## src/rtl/usb_reg_bridge_pkg.sv

```systemverilog
// Shared definitions for the USB external-bus register bridge:
// bus geometry defaults and FSM state encoding.
package usb_reg_bridge_pkg;

    localparam int ADDR_WIDTH_DEF   = 21;
    localparam int BYTECNT_SIZE_DEF = 7;

    typedef enum logic [1:0] {
        ST_IDLE      = 2'd0,
        ST_ADDR      = 2'd1,
        ST_WR_PULSE  = 2'd2,
        ST_RD_ACTIVE = 2'd3
    } bridge_state_e;

endpackage

```

## src/rtl/usb_reg_bridge_if.sv

```systemverilog
// Bus-side and register-side signals of the bridge. The slave modport is the
// bridge's view; master is the surrounding environment (host bus + reg block).
interface usb_reg_bridge_if import usb_reg_bridge_pkg::*; #(
    parameter int pADDR_WIDTH   = ADDR_WIDTH_DEF,
    parameter int pBYTECNT_SIZE = BYTECNT_SIZE_DEF
);
    logic [pADDR_WIDTH-1:0]               usb_addr;
    logic [7:0]                           usb_din;
    logic [7:0]                           usb_dout;
    logic                                 usb_isout;
    logic                                 usb_cen;
    logic                                 usb_alen;
    logic                                 usb_wrn;
    logic                                 usb_rdn;
    logic [pADDR_WIDTH-pBYTECNT_SIZE-1:0] reg_address;
    logic [pBYTECNT_SIZE-1:0]             reg_bytecnt;
    logic [7:0]                           write_data;
    logic [7:0]                           read_data;
    logic                                 reg_read;
    logic                                 reg_write;
    logic                                 reg_addrvalid;
    logic                                 proto_err;

    modport slave (
        input  usb_addr, usb_din, usb_cen, usb_alen, usb_wrn, usb_rdn, read_data,
        output usb_dout, usb_isout, reg_address, reg_bytecnt, write_data,
               reg_read, reg_write, reg_addrvalid, proto_err
    );

    modport master (
        output usb_addr, usb_din, usb_cen, usb_alen, usb_wrn, usb_rdn, read_data,
        input  usb_dout, usb_isout, reg_address, reg_bytecnt, write_data,
               reg_read, reg_write, reg_addrvalid, proto_err
    );

endinterface

```

## src/rtl/usb_reg_bridge_edge_det.sv

```systemverilog
// Two-stage strobe register with fall/rise detection. A strobe already away
// from its idle level when reset releases is absorbed without an edge.
module usb_edge_det #(
    parameter logic pIDLE_LVL = 1'b1
) (
    input  logic clk_i,
    input  logic rst_i,
    input  logic sig_i,
    output logic sig_r_o,
    output logic fall_o,
    output logic rise_o
);
    logic s1_q;
    logic s2_q;
    logic armed_q;

    // Until the first post-reset clock, the second stage loads straight from
    // the pin so both stages agree and no spurious edge appears.
    always_ff @(posedge clk_i or posedge rst_i) begin
        if (rst_i) begin
            s1_q    <= pIDLE_LVL;
            s2_q    <= pIDLE_LVL;
            armed_q <= 1'b0;
        end else begin
            s1_q    <= sig_i;
            s2_q    <= armed_q ? s1_q : sig_i;
            armed_q <= 1'b1;
        end
    end

    assign sig_r_o = s1_q;
    assign fall_o  = s2_q & ~s1_q;
    assign rise_o  = ~s2_q & s1_q;

endmodule

```

## src/rtl/usb_reg_bridge.sv

```systemverilog
// Bridges the asynchronous USB external bus (cen/alen/wrn/rdn strobes) onto a
// synchronous register port with auto-incrementing byte counter.
//
// state        | meaning
// ST_IDLE      | chip not selected, waiting for an address latch
// ST_ADDR      | address valid, waiting for a read or write strobe
// ST_WR_PULSE  | one-cycle reg_write pulse, byte counter advances on exit
// ST_RD_ACTIVE | read in progress, bus driven while rdn stays low
module usb_reg_bridge import usb_reg_bridge_pkg::*; #(
    parameter int pADDR_WIDTH   = ADDR_WIDTH_DEF,
    parameter int pBYTECNT_SIZE = BYTECNT_SIZE_DEF
) (
    input  logic             usb_clk,
    input  logic             reset_i,
    usb_reg_bridge_if.slave  bus
);
    localparam int RA_W = pADDR_WIDTH - pBYTECNT_SIZE;
    localparam logic [pBYTECNT_SIZE-1:0] BC_ONE = {{(pBYTECNT_SIZE-1){1'b0}}, 1'b1};

    logic [pADDR_WIDTH-1:0]   addr_r_q;
    logic [7:0]               din_r_q;
    logic                     cen_r_q;
    logic                     alen_r_q;
    logic                     wrn_r, wr_fall, wr_rise_unused;
    logic                     rdn_r, rd_fall, rd_rise;
    logic                     both_low;

    bridge_state_e            state_q, state_d;
    logic [RA_W-1:0]          reg_address_q, reg_address_d;
    logic [pBYTECNT_SIZE-1:0] reg_bytecnt_q, reg_bytecnt_d;
    logic [7:0]               write_data_q, write_data_d;
    logic [7:0]               dout_q, dout_d;
    logic                     reg_read_q, reg_read_d;
    logic                     reg_write_q, reg_write_d;
    logic                     isout_q, isout_d;
    logic                     addrvalid_q, addrvalid_d;
    logic                     proto_err_q, proto_err_d;

    always_ff @(posedge usb_clk or posedge reset_i) begin
        if (reset_i) begin
            addr_r_q <= '0;
            din_r_q  <= '0;
            cen_r_q  <= 1'b1;
            alen_r_q <= 1'b1;
        end else begin
            addr_r_q <= bus.usb_addr;
            din_r_q  <= bus.usb_din;
            cen_r_q  <= bus.usb_cen;
            alen_r_q <= bus.usb_alen;
        end
    end

    usb_edge_det #(.pIDLE_LVL(1'b1)) u_wrn_det (
        .clk_i   (usb_clk),
        .rst_i   (reset_i),
        .sig_i   (bus.usb_wrn),
        .sig_r_o (wrn_r),
        .fall_o  (wr_fall),
        .rise_o  (wr_rise_unused)
    );

    usb_edge_det #(.pIDLE_LVL(1'b1)) u_rdn_det (
        .clk_i   (usb_clk),
        .rst_i   (reset_i),
        .sig_i   (bus.usb_rdn),
        .sig_r_o (rdn_r),
        .fall_o  (rd_fall),
        .rise_o  (rd_rise)
    );

    assign both_low = ~wrn_r & ~rdn_r;

    always_ff @(posedge usb_clk or posedge reset_i) begin
        if (reset_i) begin
            state_q       <= ST_IDLE;
            reg_address_q <= '0;
            reg_bytecnt_q <= '0;
            write_data_q  <= '0;
            dout_q        <= '0;
            reg_read_q    <= 1'b0;
            reg_write_q   <= 1'b0;
            isout_q       <= 1'b0;
            addrvalid_q   <= 1'b0;
            proto_err_q   <= 1'b0;
        end else begin
            state_q       <= state_d;
            reg_address_q <= reg_address_d;
            reg_bytecnt_q <= reg_bytecnt_d;
            write_data_q  <= write_data_d;
            dout_q        <= dout_d;
            reg_read_q    <= reg_read_d;
            reg_write_q   <= reg_write_d;
            isout_q       <= isout_d;
            addrvalid_q   <= addrvalid_d;
            proto_err_q   <= proto_err_d;
        end
    end

    always_comb begin
        state_d = state_q;
        if (cen_r_q) begin
            state_d = ST_IDLE;
        end else begin
            case (state_q)
                ST_IDLE: begin
                    if (!alen_r_q) state_d = ST_ADDR;
                end
                ST_ADDR: begin
                    if (alen_r_q && !both_low) begin
                        if (wr_fall)      state_d = ST_WR_PULSE;
                        else if (rd_fall) state_d = ST_RD_ACTIVE;
                    end
                end
                ST_WR_PULSE: state_d = ST_ADDR;
                ST_RD_ACTIVE: begin
                    if (!wrn_r || rd_rise) state_d = ST_ADDR;
                end
                default: state_d = ST_IDLE;
            endcase
        end
    end

    always_comb begin
        reg_address_d = reg_address_q;
        reg_bytecnt_d = reg_bytecnt_q;
        write_data_d  = write_data_q;
        dout_d        = (state_q == ST_RD_ACTIVE) ? bus.read_data : dout_q;
        reg_read_d    = reg_read_q;
        reg_write_d   = 1'b0;
        isout_d       = isout_q;
        addrvalid_d   = addrvalid_q;
        proto_err_d   = proto_err_q;
        if (cen_r_q) begin
            reg_read_d  = 1'b0;
            isout_d     = 1'b0;
            addrvalid_d = 1'b0;
        end else begin
            case (state_q)
                ST_IDLE: begin
                    if (!alen_r_q) begin
                        reg_address_d = addr_r_q[pADDR_WIDTH-1:pBYTECNT_SIZE];
                        reg_bytecnt_d = addr_r_q[pBYTECNT_SIZE-1:0];
                        addrvalid_d   = 1'b1;
                    end
                end
                ST_ADDR: begin
                    if (!alen_r_q) begin
                        reg_address_d = addr_r_q[pADDR_WIDTH-1:pBYTECNT_SIZE];
                        reg_bytecnt_d = addr_r_q[pBYTECNT_SIZE-1:0];
                    end else if (both_low) begin
                        proto_err_d = 1'b1;
                    end else if (wr_fall) begin
                        write_data_d = din_r_q;
                        reg_write_d  = 1'b1;
                    end else if (rd_fall) begin
                        reg_read_d = 1'b1;
                        isout_d    = 1'b1;
                    end
                end
                ST_WR_PULSE: begin
                    reg_bytecnt_d = reg_bytecnt_q + BC_ONE;
                    if (both_low) proto_err_d = 1'b1;
                end
                ST_RD_ACTIVE: begin
                    // Any write activity during a read aborts it without advancing.
                    if (!wrn_r) begin
                        proto_err_d = 1'b1;
                        reg_read_d  = 1'b0;
                        isout_d     = 1'b0;
                    end else if (rd_rise) begin
                        reg_read_d    = 1'b0;
                        isout_d       = 1'b0;
                        reg_bytecnt_d = reg_bytecnt_q + BC_ONE;
                    end
                end
                default: ;
            endcase
        end
    end

    // The drive enable is gated by the live registered strobes so the bus is
    // released as soon as cen or rdn go high, not a cycle later.
    assign bus.usb_isout     = isout_q & ~cen_r_q & ~rdn_r;
    assign bus.usb_dout      = dout_q;
    assign bus.reg_address   = reg_address_q;
    assign bus.reg_bytecnt   = reg_bytecnt_q;
    assign bus.write_data    = write_data_q;
    assign bus.reg_read      = reg_read_q;
    assign bus.reg_write     = reg_write_q;
    assign bus.reg_addrvalid = addrvalid_q;
    assign bus.proto_err     = proto_err_q;

endmodule

```

## src/flat_wrapper.sv

```systemverilog
// flat-port wrapper written by rule: the top's interface ports become plain ports
module usb_reg_bridge_flat import usb_reg_bridge_pkg::*;
#(
    parameter int pADDR_WIDTH   = ADDR_WIDTH_DEF,
    parameter int pBYTECNT_SIZE = BYTECNT_SIZE_DEF
)
  (usb_clk, reset_i, bus_usb_addr, bus_usb_din, bus_usb_cen, bus_usb_alen, bus_usb_wrn, bus_usb_rdn, bus_read_data, bus_usb_dout, bus_usb_isout, bus_reg_address, bus_reg_bytecnt, bus_write_data, bus_reg_read, bus_reg_write, bus_reg_addrvalid, bus_proto_err);
  usb_reg_bridge_if #(.pADDR_WIDTH(pADDR_WIDTH), .pBYTECNT_SIZE(pBYTECNT_SIZE)) bus_i ();
  input  logic usb_clk;
  input  logic reset_i;
  input wire logic [$bits(bus_i.usb_addr)-1:0] bus_usb_addr;
  input wire logic [$bits(bus_i.usb_din)-1:0] bus_usb_din;
  input wire logic [$bits(bus_i.usb_cen)-1:0] bus_usb_cen;
  input wire logic [$bits(bus_i.usb_alen)-1:0] bus_usb_alen;
  input wire logic [$bits(bus_i.usb_wrn)-1:0] bus_usb_wrn;
  input wire logic [$bits(bus_i.usb_rdn)-1:0] bus_usb_rdn;
  input wire logic [$bits(bus_i.read_data)-1:0] bus_read_data;
  output wire logic [$bits(bus_i.usb_dout)-1:0] bus_usb_dout;
  output wire logic [$bits(bus_i.usb_isout)-1:0] bus_usb_isout;
  output wire logic [$bits(bus_i.reg_address)-1:0] bus_reg_address;
  output wire logic [$bits(bus_i.reg_bytecnt)-1:0] bus_reg_bytecnt;
  output wire logic [$bits(bus_i.write_data)-1:0] bus_write_data;
  output wire logic [$bits(bus_i.reg_read)-1:0] bus_reg_read;
  output wire logic [$bits(bus_i.reg_write)-1:0] bus_reg_write;
  output wire logic [$bits(bus_i.reg_addrvalid)-1:0] bus_reg_addrvalid;
  output wire logic [$bits(bus_i.proto_err)-1:0] bus_proto_err;
  assign bus_i.usb_addr = bus_usb_addr;
  assign bus_i.usb_din = bus_usb_din;
  assign bus_i.usb_cen = bus_usb_cen;
  assign bus_i.usb_alen = bus_usb_alen;
  assign bus_i.usb_wrn = bus_usb_wrn;
  assign bus_i.usb_rdn = bus_usb_rdn;
  assign bus_i.read_data = bus_read_data;
  assign bus_usb_dout = bus_i.usb_dout;
  assign bus_usb_isout = bus_i.usb_isout;
  assign bus_reg_address = bus_i.reg_address;
  assign bus_reg_bytecnt = bus_i.reg_bytecnt;
  assign bus_write_data = bus_i.write_data;
  assign bus_reg_read = bus_i.reg_read;
  assign bus_reg_write = bus_i.reg_write;
  assign bus_reg_addrvalid = bus_i.reg_addrvalid;
  assign bus_proto_err = bus_i.proto_err;
  usb_reg_bridge #(.pADDR_WIDTH(pADDR_WIDTH), .pBYTECNT_SIZE(pBYTECNT_SIZE)) u_core (.usb_clk(usb_clk), .reset_i(reset_i), .bus(bus_i));
endmodule
```

## config.mk

```make
export PLATFORM = sky130hd
export DESIGN_NAME = usb_reg_bridge_flat
export DESIGN_NICKNAME = d
export VERILOG_FILES = /design/src/rtl/usb_reg_bridge_pkg.sv /design/src/rtl/usb_reg_bridge_if.sv /design/src/rtl/usb_reg_bridge_edge_det.sv /design/src/rtl/usb_reg_bridge.sv /design/src/flat_wrapper.sv
export SDC_FILE = /design/constraint.sdc
export NUM_CORES = 1
export LEC_CHECK = 0
export CORE_UTILIZATION = 50
export CTS_CLUSTER_SIZE = 40
export DETAILED_ROUTE_END_ITERATION = 8
export PLACE_DENSITY = 0.84
export SYNTH_ARGS = -nofsm -noshare
export SYNTH_HDL_FRONTEND = slang
export SYNTH_SLANG_ARGS = --single-unit
```

## constraint.sdc

```tcl
create_clock -name usb_clk -period 5.5 [get_ports usb_clk]
set_input_delay 0.55 -clock usb_clk [delete_from_list [all_inputs] [get_ports usb_clk]]
set_output_delay 0.55 -clock usb_clk [all_outputs]
set_load 0.01 [all_outputs]
```

== Word level (Yosys, flattened, before mapping) ==
Cells that the tools add are included.

* Logic and storage cells: 98
* Input port bits: 43
* Bits in registers: 79
* Output and inout bits: 42

* $add $sub $neg: 1
* Equality and inequality tests: 18
* Reduce and logical (&&, ||, !) cells: 16
* Multiplexer cells: 33
* Bitwise logic cells: 12

{| class="wikitable"
|+ Operator list
! cell !! number
|-
| two-way mux 7 bit || 3
|-
| one-hot mux 7 bit (3 select lines) || 1
|-
| two-way mux 1 bit || 20
|-
| two-way mux 2 bit || 6
|-
| != test 3 x 1 -> 1 bit, second input constant || 4
|-
| AND reduction 4 bit || 3
|-
| != test 3 x 2 -> 1 bit, second input constant || 3
|-
| != test 4 x 2 -> 1 bit, second input constant || 2
|-
| one-hot mux 2 bit (4 select lines) || 1
|-
| adder 7 x 1 -> 7 bit, second input constant || 1
|-
| AND 1 bit || 6
|-
| != test 2 x 1 -> 1 bit, second input constant || 3
|-
| != test 2 bit, second input constant || 3
|-
| NOT 1 bit || 6
|-
| AND reduction 6 bit || 1
|-
| nonzero test 3 bit || 2
|-
| AND reduction 5 bit || 1
|-
| == test 2 bit, second input constant || 2
|-
| one-hot mux 1 bit (3 select lines) || 1
|-
| AND reduction 3 bit || 1
|-
| == test 2 x 1 -> 1 bit, second input constant || 1
|-
| logical NOT 1 bit || 2
|-
| logical NOT 2 bit || 1
|-
| one-hot mux 1 bit (2 select lines) || 1
|-
| other kinds (5) || 5
|}

== Depth between registers and ports, before layout ==
Gate-level depths: netlist of run 1.

* Depth in word-level cells: 8
* Mapped depth: 6
* Mapped depth without buffers: 5

== Hierarchy ==
Synthesis of run 1 repeated with hierarchy kept, for this count alone.

* Cell total of the unflattened synthesis: 224
* Area total of the unflattened synthesis: 2912.8 um^2

{| class="wikitable"
|+ By module, submodules not included
! module !! instances !! area each (um^2) !! sequential area each (um^2) !! cells each
|-
| usb_reg_bridge || 1 || 2687.6 || 1854.3 || 208
|-
| usb_edge_det || 2 || 112.6 || 77.6 || 8
|}

== Worst setup path after synthesis of run 1 ==
OpenSTA, ideal clock, no wires.

* Path kind: reg2reg
* Start point: register u_core.alen_r_q
* End point: register u_core.write_data_q[4] (netlist: u_core.bus.write_data[4])
* Cell stages (with the launch flop): 5
* Arrival time: 1.423 ns
* Slack: 3.952 ns
* Clock period less this slack: 1.548 ns
* Library setup time: 0.125 ns
* Buffers on the path: 1
* Required time: 5.375 ns
* Path through: dfstp_2 nor2b_4 and4_1 buf_6 mux2_2

* Cells in the longest elaborated chain, start to end: 1

{| class="wikitable"
|+ RTL lines
! element !! line !! source
|-
| start, declared || usb_reg_bridge.sv:23 || <nowiki>logic alen_r_q;</nowiki>
|-
| start signal, assigned || usb_reg_bridge.sv:49 || <nowiki>alen_r_q <= bus.usb_alen;</nowiki>
|-
| AND reduction 5 bit (no source line) || n/a ||
|-
| end signal, assigned || usb_reg_bridge.sv:89 || <nowiki>write_data_q <= write_data_d;</nowiki>
|-
| end, declared || usb_reg_bridge.sv:31 || <nowiki>logic [7:0] write_data_q, write_data_d;</nowiki>
|}

No other way between the ends.
A chain may end at the register's enable or synchronous reset.

== Worst setup path after layout of run 1 ==
* Start point: register u_core.cen_r_q
* End point: output bus_usb_isout

* Cells in the longest elaborated chain, start to end: 3

{| class="wikitable"
|+ RTL lines
! element !! line !! source
|-
| start, declared || usb_reg_bridge.sv:22 || <nowiki>logic cen_r_q;</nowiki>
|-
| start signal, assigned || usb_reg_bridge.sv:48 || <nowiki>cen_r_q <= bus.usb_cen;</nowiki>
|-
| NOT 1 bit (no source line) || n/a ||
|-
| AND 1 bit (2 in series) || usb_reg_bridge.sv:183 || <nowiki>assign bus.usb_isout = isout_q & ~cen_r_q & ~rdn_r;</nowiki>
|-
| end, declared || flat_wrapper.sv:19 || <nowiki>output wire logic [$bits(bus_i.usb_isout)-1:0] bus_usb_isout;</nowiki>
|}

No other way between the ends.

==> impl_metrics.py, run 1 <==
metrics = {
    "critical_path": {
        "reg2reg_depth": 3,
        "worstPathMaxFanout": 12,
        "r2r_slack_ns": 3.50,
        "critPathCaptureType": "primary output",
        "path_class": "register to primary output",
        "critPathTopFamily": "flip-flops",
        "path_buf_inv": 1,
        "start_kind": "register",
        "r2r-start": "u_core.state_q[1]",
        "cp.required_ns": 4.95,
        "r2r-end": "u_core.bus.reg_address[13]",
        "critical_path.max_stage_delay_ns": 0.67,
        "crit_path_top_delay_cell": "dfstp_2",
        "arrival_ns": 1.61,
        "crit_chain": "nor3_1, clkdlybuf4s50_1",
    },
    "power": {
        "p_sw_share_pct": 23.46,
        "pwr-share-comb_pct": 19.1,
        "p_int_mw": 1.113,
        "ir_drop_mv": 0.2559,
        "p_clk_share_pct": 32.2,
        "p_seq_share_pct": 48.7,
        "cellPowerDensity_mw_per_mm2": 363.4,
        "power_switching_uw": 341.2,
        "leakagePower_nw": 1.673,
    },
    "timing": {
        "whs_ns": 0.4618,
        "clock.fmax_ghz": 0.4626,
        "maxSlewHeadroom_pct": 37.25,
        "post-route-period-util_pct": 39.30,
        "worstMarginPinSlew_ns": 0.9412,
        "timing.final.ws_setup_ns": 3.338,
        "min_period_ns": 2.162,
        "setup_violations": 0,
        "tns_ns": 0,
        "report.final.slew_viol_count": 0,
        "hold_viol_final": 0,
        "rsz0062_at_grt": "false",
        "skew_ns": 0.007923,
    },
    "route": {
        "drc_errors": 0,
        "antenna_left": 0,
        "wirelength_um": 5343,
        "num_vias": 1898,
        "viasPerCell": 5.214,
        "first_iter_violations": 118,
        "wl_per_cell_um": 14.68,
        "detail_route.first_pass.iterations": 4,
    },
    "finish": {
        "area_delta_synth_final_pct": 38.68,
        "final_core_util_pct": 72.22,
        "diodes": 0,
        "layout_commonest_cell": "clkdlybuf4s50_1",
        "layout_common_cells": "clkdlybuf4s50_1 (84), dfrtp_1 (73), mux2_2 (28), clkbuf_8 (11)",
        "stdcell_count": 364,
        "layout.nets": 331,
        "layout-drive-gt1-share_pct": 18.84,
    },
    "synth": {
        "ys.flop_type": "dfrtp_1",
        "ys_async_sr_fraction_pct": 100.0,
        "ys_seq_elements": 79,
        "yosys_warnings": 0,
        "synth_top_area_share_pct": 63.31,
        "syn_nets": 242,
        "synth.distinct_cells": 41,
        "synthCells": 198,
        "synth-edff-count": 0,
        "synth_area_leaders": "dfrtp_1 (63%), mux2_2 (11%), dfstp_2 (5.5%)",
        "ys_seq_area_share_pct": 68.78,
        "yosysTopAreaCell": "dfrtp_1",
        "syn-mean-instance-area_um2": 14.57,
        "syn_area_mm2": 0.002885,
    },
    "place": {
        "dp.cells": 348,
        "post-place-ws_ns": 3.504,
        "gp_congestion": 0.7978,
        "dp.final_hpwl_um": 3693,
        "io_buffers": 84,
    },
    "die": {
        "die_width_um": 77.97,
        "start_util_pct": 52.08,
        "die-height_um": 77.97,
        "rows": 27,
        "io_pins": 85,
        "die_area_mm2": 0.006079,
        "core_region_area_mm2": 0.005540,
    },
    "cts": {
        "cts_num_sinks": 79,
        "cts_resized": 0,
        "path_clk_slew_ns": 0.07,
        "clock-root-buffer": "clkbuf_8",
        "cts_tree": "done",
        "clk_latency_ns": 0.34,
        "clock_path_buffers": 2,
        "htreeDepth": 3,
        "cts_setup_buffers": 0,
        "cts_buffers": 9,
        "ctsHoldBuffers": 0,
    },
    "global_routing": {
        "grt_overflow": 0,
        "grt_usage_pct": 19.25,
        "grt_max_degree": 80,
        "antenna_found_initial": 0,
        "grt_pass1_wl_um": 8700,
        "grt_pass1_vias": 1935,
    },
    "worst_hold_path": {
        "min_path_type": "register to register",
        "hold_depth": 1,
        "hold_start": "u_core.din_r_q[0]",
        "holdPathEnd": "u_core.bus.write_data[0]",
    },
    "run": {
        "maxCapViolCount": 0,
    },
    "status": {
        "status": "completed",
    },
}
registers in the layout (all words and copies together), names as in the netlist:
signal and count:
u_core.bus.reg_read 1, u_core.bus.write_data 8, u_core.cen_r_q 1, u_core.u_wrn_det.armed_q 1, u_core.bus.reg_address 14, u_core.u_wrn_det.s2_q 1, u_core.u_rdn_det.sig_r_o 1, u_core.bus.usb_dout 8
u_core.state_q 2, u_core.addr_r_q 21, u_core.bus.reg_write 1, u_core.alen_r_q 1, u_core.bus.reg_addrvalid 1, u_core.bus.proto_err 1, u_core.u_rdn_det.s2_q 1, u_core.bus.reg_bytecnt 7
u_core.u_wrn_det.sig_r_o 1, u_core.din_r_q 8
synth_stat cells (2+ instances only):
master	count
a21oi_1	9
nand2b_1	3
o22ai_1	3
mux2i_1	2
dfrtp_1	73
inv_1	6
nor3_1	2
mux2_2	28
buf_2	4
buf_6	2
nand2_1	7
mux2_1	4
dfstp_2	6
nand3_1	5
nor2_1	7
o21ai_1	2
o21ai_0	9
nor2b_1	3
stage by stage:
stage	area, um^2	power (mW)
after floorplan	2885	0.8248
after global placement	3777	0.9876
after detailed placement	3777	0.9987
after CTS	4001	1.470
after global routing	4001	1.521
final	4001	1.454
logic make-up (layout without fill, tap and decap cells):
| logic type | Yosys count | in the layout | synth area share [%] |
|---|---|---|---|
| mux | 34 | 34 | 13.18 |
| compound gates | 35 | 35 | 8.240 |
| simple gates | 35 | 35 | 6.809 |
| flops | 79 | 79 | 68.78 |
| fa+ha+maj | 1 | 1 | 0.4336 |
| buf+inv | 13 | 107 | 2.428 |
| other cells | 1 | 1 | 0.1300 |
how the worst max path moves through the flow:
| stage | start | endpoint | slack (ns) | cells past startpoint |
|---|---|---|---|---|
| final | u_core.cen_r_q | bus_usb_isout | 3.34 | 2 |
| after global routing | u_core.cen_r_q | bus_usb_isout | 3.29 | 2 |
| after CTS | u_core.cen_r_q | bus_usb_isout | 3.31 | 2 |
| after detailed placement | u_core.state_q[1] | u_core.bus.reg_address[11] | 3.50 | 3 |
| after global placement | u_core.state_q[1] | u_core.bus.reg_address[12] | 3.59 | 3 |
| after floorplan | reset_i | u_core.addr_r_q[0] | 2.94 | 1 |
power by group through the flow:
stage | clock, mW | combinational, mW | sequential (mW)
final | 0.468 | 0.278 | 0.708
after global routing | 0.504 | 0.299 | 0.718
after CTS | 0.479 | 0.282 | 0.708
after detailed placement | 0 | 0.280 | 0.718
after global placement | 0 | 0.272 | 0.715
after floorplan | 0 | 0.0921 | 0.733
layout make-up:
| class | count | area [um^2] |
|---|---|---|
| sequential | 79 | 1984 |
| fill | 393 | 1539 |
| timing repair buffer | 85 | 848.3 |
| multi-input combinational | 106 | 830.8 |
| clock buffer | 13 | 158.9 |
| tap | 72 | 90.09 |
| clock inverter | 3 | 65.06 |
| inverter | 6 | 23.77 |
per-layer routing:
layer | part of all wire (%) | vias to the layer above | global-route usage (%) | routed length (um)
met5 | 0 | - | 0 | 0
met4 | 1.3 | 0 | 7.778 | 69
met3 | 6.4 | 7 | 6.706 | 340
met2 | 51 | 60 | 32.57 | 2739
met1 | 41 | 958 | 22.40 | 2194
li1 | - | 873 | - | -
Note: power is estimated with default switching activity, not from simulation.
==> run 2: changes to the inputs <==
Settings changed: CORE_UTILIZATION 50 to 46, PLACE_DENSITY 0.84 to 0.78.
Clock period 5.5 ns to 2.2 ns, I/O delays scaled along.
==> run 2 against run 1 <==
Effect of this change:
- combinational power increased to 2.5 times the previous value
- register-to-register slack lost 3.1 ns
- sequential share of layout area grew 0.25 points
- hold slack got worse by 0.20 ns
- core utilization is 5.8 points lower
- sequential cell count did not move
- critical path type is now register to register
==> impl_metrics.py, run 2 (synthesized netlist as in run 1, its figures left out) <==
metrics = {
    "global_routing": {
        "grt_overflow": 0,
        "grt_pass1_vias": 1860,
        "grt_max_degree": 32,
        "grt_usage_pct": 17.82,
        "grt_pass1_wl_um": 8535,
        "antenna_found_initial": 0,
    },
    "run": {
        "maxCapViolCount": 0,
    },
    "timing": {
        "hold_viol_final": 0,
        "report.final.slew_viol_count": 0,
        "rsz0062_at_grt": "false",
        "post-route-period-util_pct": 82.81,
        "clock.fmax_ghz": 0.5489,
        "maxSlewHeadroom_pct": 65.12,
        "timing.final.ws_setup_ns": 0.3782,
        "setup_violations": 0,
        "skew_ns": 0.006202,
        "min_period_ns": 1.822,
        "whs_ns": 0.2643,
        "tns_ns": 0,
        "worstMarginPinSlew_ns": 0.5221,
    },
    "finish": {
        "diodes": 0,
        "stdcell_count": 369,
        "layout.nets": 333,
        "layout-drive-gt1-share_pct": 19.05,
        "layout_common_cells": "clkdlybuf4s50_1 (84), dfrtp_1 (73), mux2_2 (28)",
        "largest_reg_flops": 21,
        "area_delta_synth_final_pct": 37.99,
        "num-fill-cells": 459,
        "top_register": "u_core.addr_r_q",
        "layout_commonest_cell": "clkdlybuf4s50_1",
    },
    "route": {
        "viasPerCell": 5.041,
        "wl_per_cell_um": 14.19,
        "first_iter_violations": 65,
        "drc_errors": 0,
        "num_vias": 1860,
        "wirelength_um": 5237,
        "detail_route.first_pass.iterations": 4,
        "antenna_left": 0,
    },
    "place": {
        "dp.final_hpwl_um": 3799,
        "dp.cells": 353,
        "post-place-ws_ns": 0.3616,
        "io_buffers": 84,
        "gp_congestion": 0.7962,
    },
    "cts": {
        "clock-root-buffer": "clkbuf_8",
        "cts_tree": "done",
        "cts_num_sinks": 79,
        "ctsHoldBuffers": 0,
        "clock_path_buffers": 2,
        "cts_resized": 0,
        "clk_latency_ns": 0.34,
        "path_clk_slew_ns": 0.07,
        "htreeDepth": 3,
        "cts_setup_buffers": 0,
        "cts_buffers": 9,
    },
    "critical_path": {
        "path_class": "register to register",
        "arrival_ns": 2.04,
        "cp.required_ns": 2.42,
        "worstPathMaxFanout": 10,
        "r2r-end": "u_core.bus.write_data[6]",
        "r2r-start": "u_core.alen_r_q",
        "start_kind": "register",
        "reg2reg_depth": 3,
        "r2r_slack_ns": 0.38,
        "critPathCaptureType": "register",
    },
    "worst_hold_path": {
        "min_path_type": "input port to asynchronous set/reset pin",
    },
    "die": {
        "die_area_mm2": 0.006593,
        "core_region_area_mm2": 0.005991,
        "die-height_um": 81.20,
        "rows": 28,
        "die_width_um": 81.20,
        "io_pins": 85,
        "start_util_pct": 48.16,
    },
    "power": {
        "cellPowerDensity_mw_per_mm2": 839.6,
        "ir_drop_mv": 0.5233,
        "finalPower_mw": 3.343,
        "leakagePower_nw": 1.655,
    },
    "status": {
        "status": "completed",
    },
}
==> run 2: layout make-up <==
| class | count | area, um^2 | area share [%] |
|---|---|---|---|
| multi-input cells | 106 | 830.8 | 20.87 |
| inverters | 6 | 26.28 | 0.6600 |
| repair buffers | 87 | 888.4 | 22.31 |
| clock inverters | 4 | 22.52 | 0.5657 |
| well taps | 75 | 93.84 | 2.357 |
| clock buffers | 12 | 135.1 | 3.394 |
| flip-flops and latches | 79 | 1984 | 49.84 |
==> run 2: how the worst max path moves through the flow <==
stage                      start                  endpoint  slack (ns)  cells past startpoint
6_report         u_core.alen_r_q  u_core.bus.write_data[6]        0.38                      3
5_1_grt        u_core.state_q[0]  u_core.bus.write_data[6]        0.26                      4
4_1_cts          u_core.alen_r_q  u_core.bus.write_data[6]        0.35                      3
3_5_place_dp     u_core.alen_r_q  u_core.bus.write_data[6]        0.36                      3
3_3_place_gp     u_core.alen_r_q  u_core.bus.write_data[5]        0.44                      3
2_1_floorplan    u_core.alen_r_q  u_core.bus.write_data[4]        0.65                      4
==> run 2: through the flow <==
stage	cell area, um^2	util (%)
after floorplan	2889	-
after global placement	3824	63.83
after detailed placement	3824	63.83
after CTS	3981	66.46
after global routing	3981	66.46
final	3981	66.46
==> run 2: power by group <==
| group | leakage, nW | internal (mW) | total [mW] | switching (mW) |
|---|---|---|---|---|
| registers | 0.933 | 1.64 | 1.76 | 0.125 |
| clock network | 0.0801 | 0.405 | 0.875 | 0.470 |
| logic | 0.642 | 0.448 | 0.703 | 0.254 |
==> run 2: routing by layer <==
layer	routed length [um]	track usage (%)
met1	2217	21.85
met2	2620	28.57
met3	318	5.506
met4	81	8.571
met5	0	0
==> run 2: critical path: stages (launching register included) <==
cell and delay [ns]:
dfstp_2 0.63, nor2b_4 0.22, and4_1 0.48, mux2_2 0.39
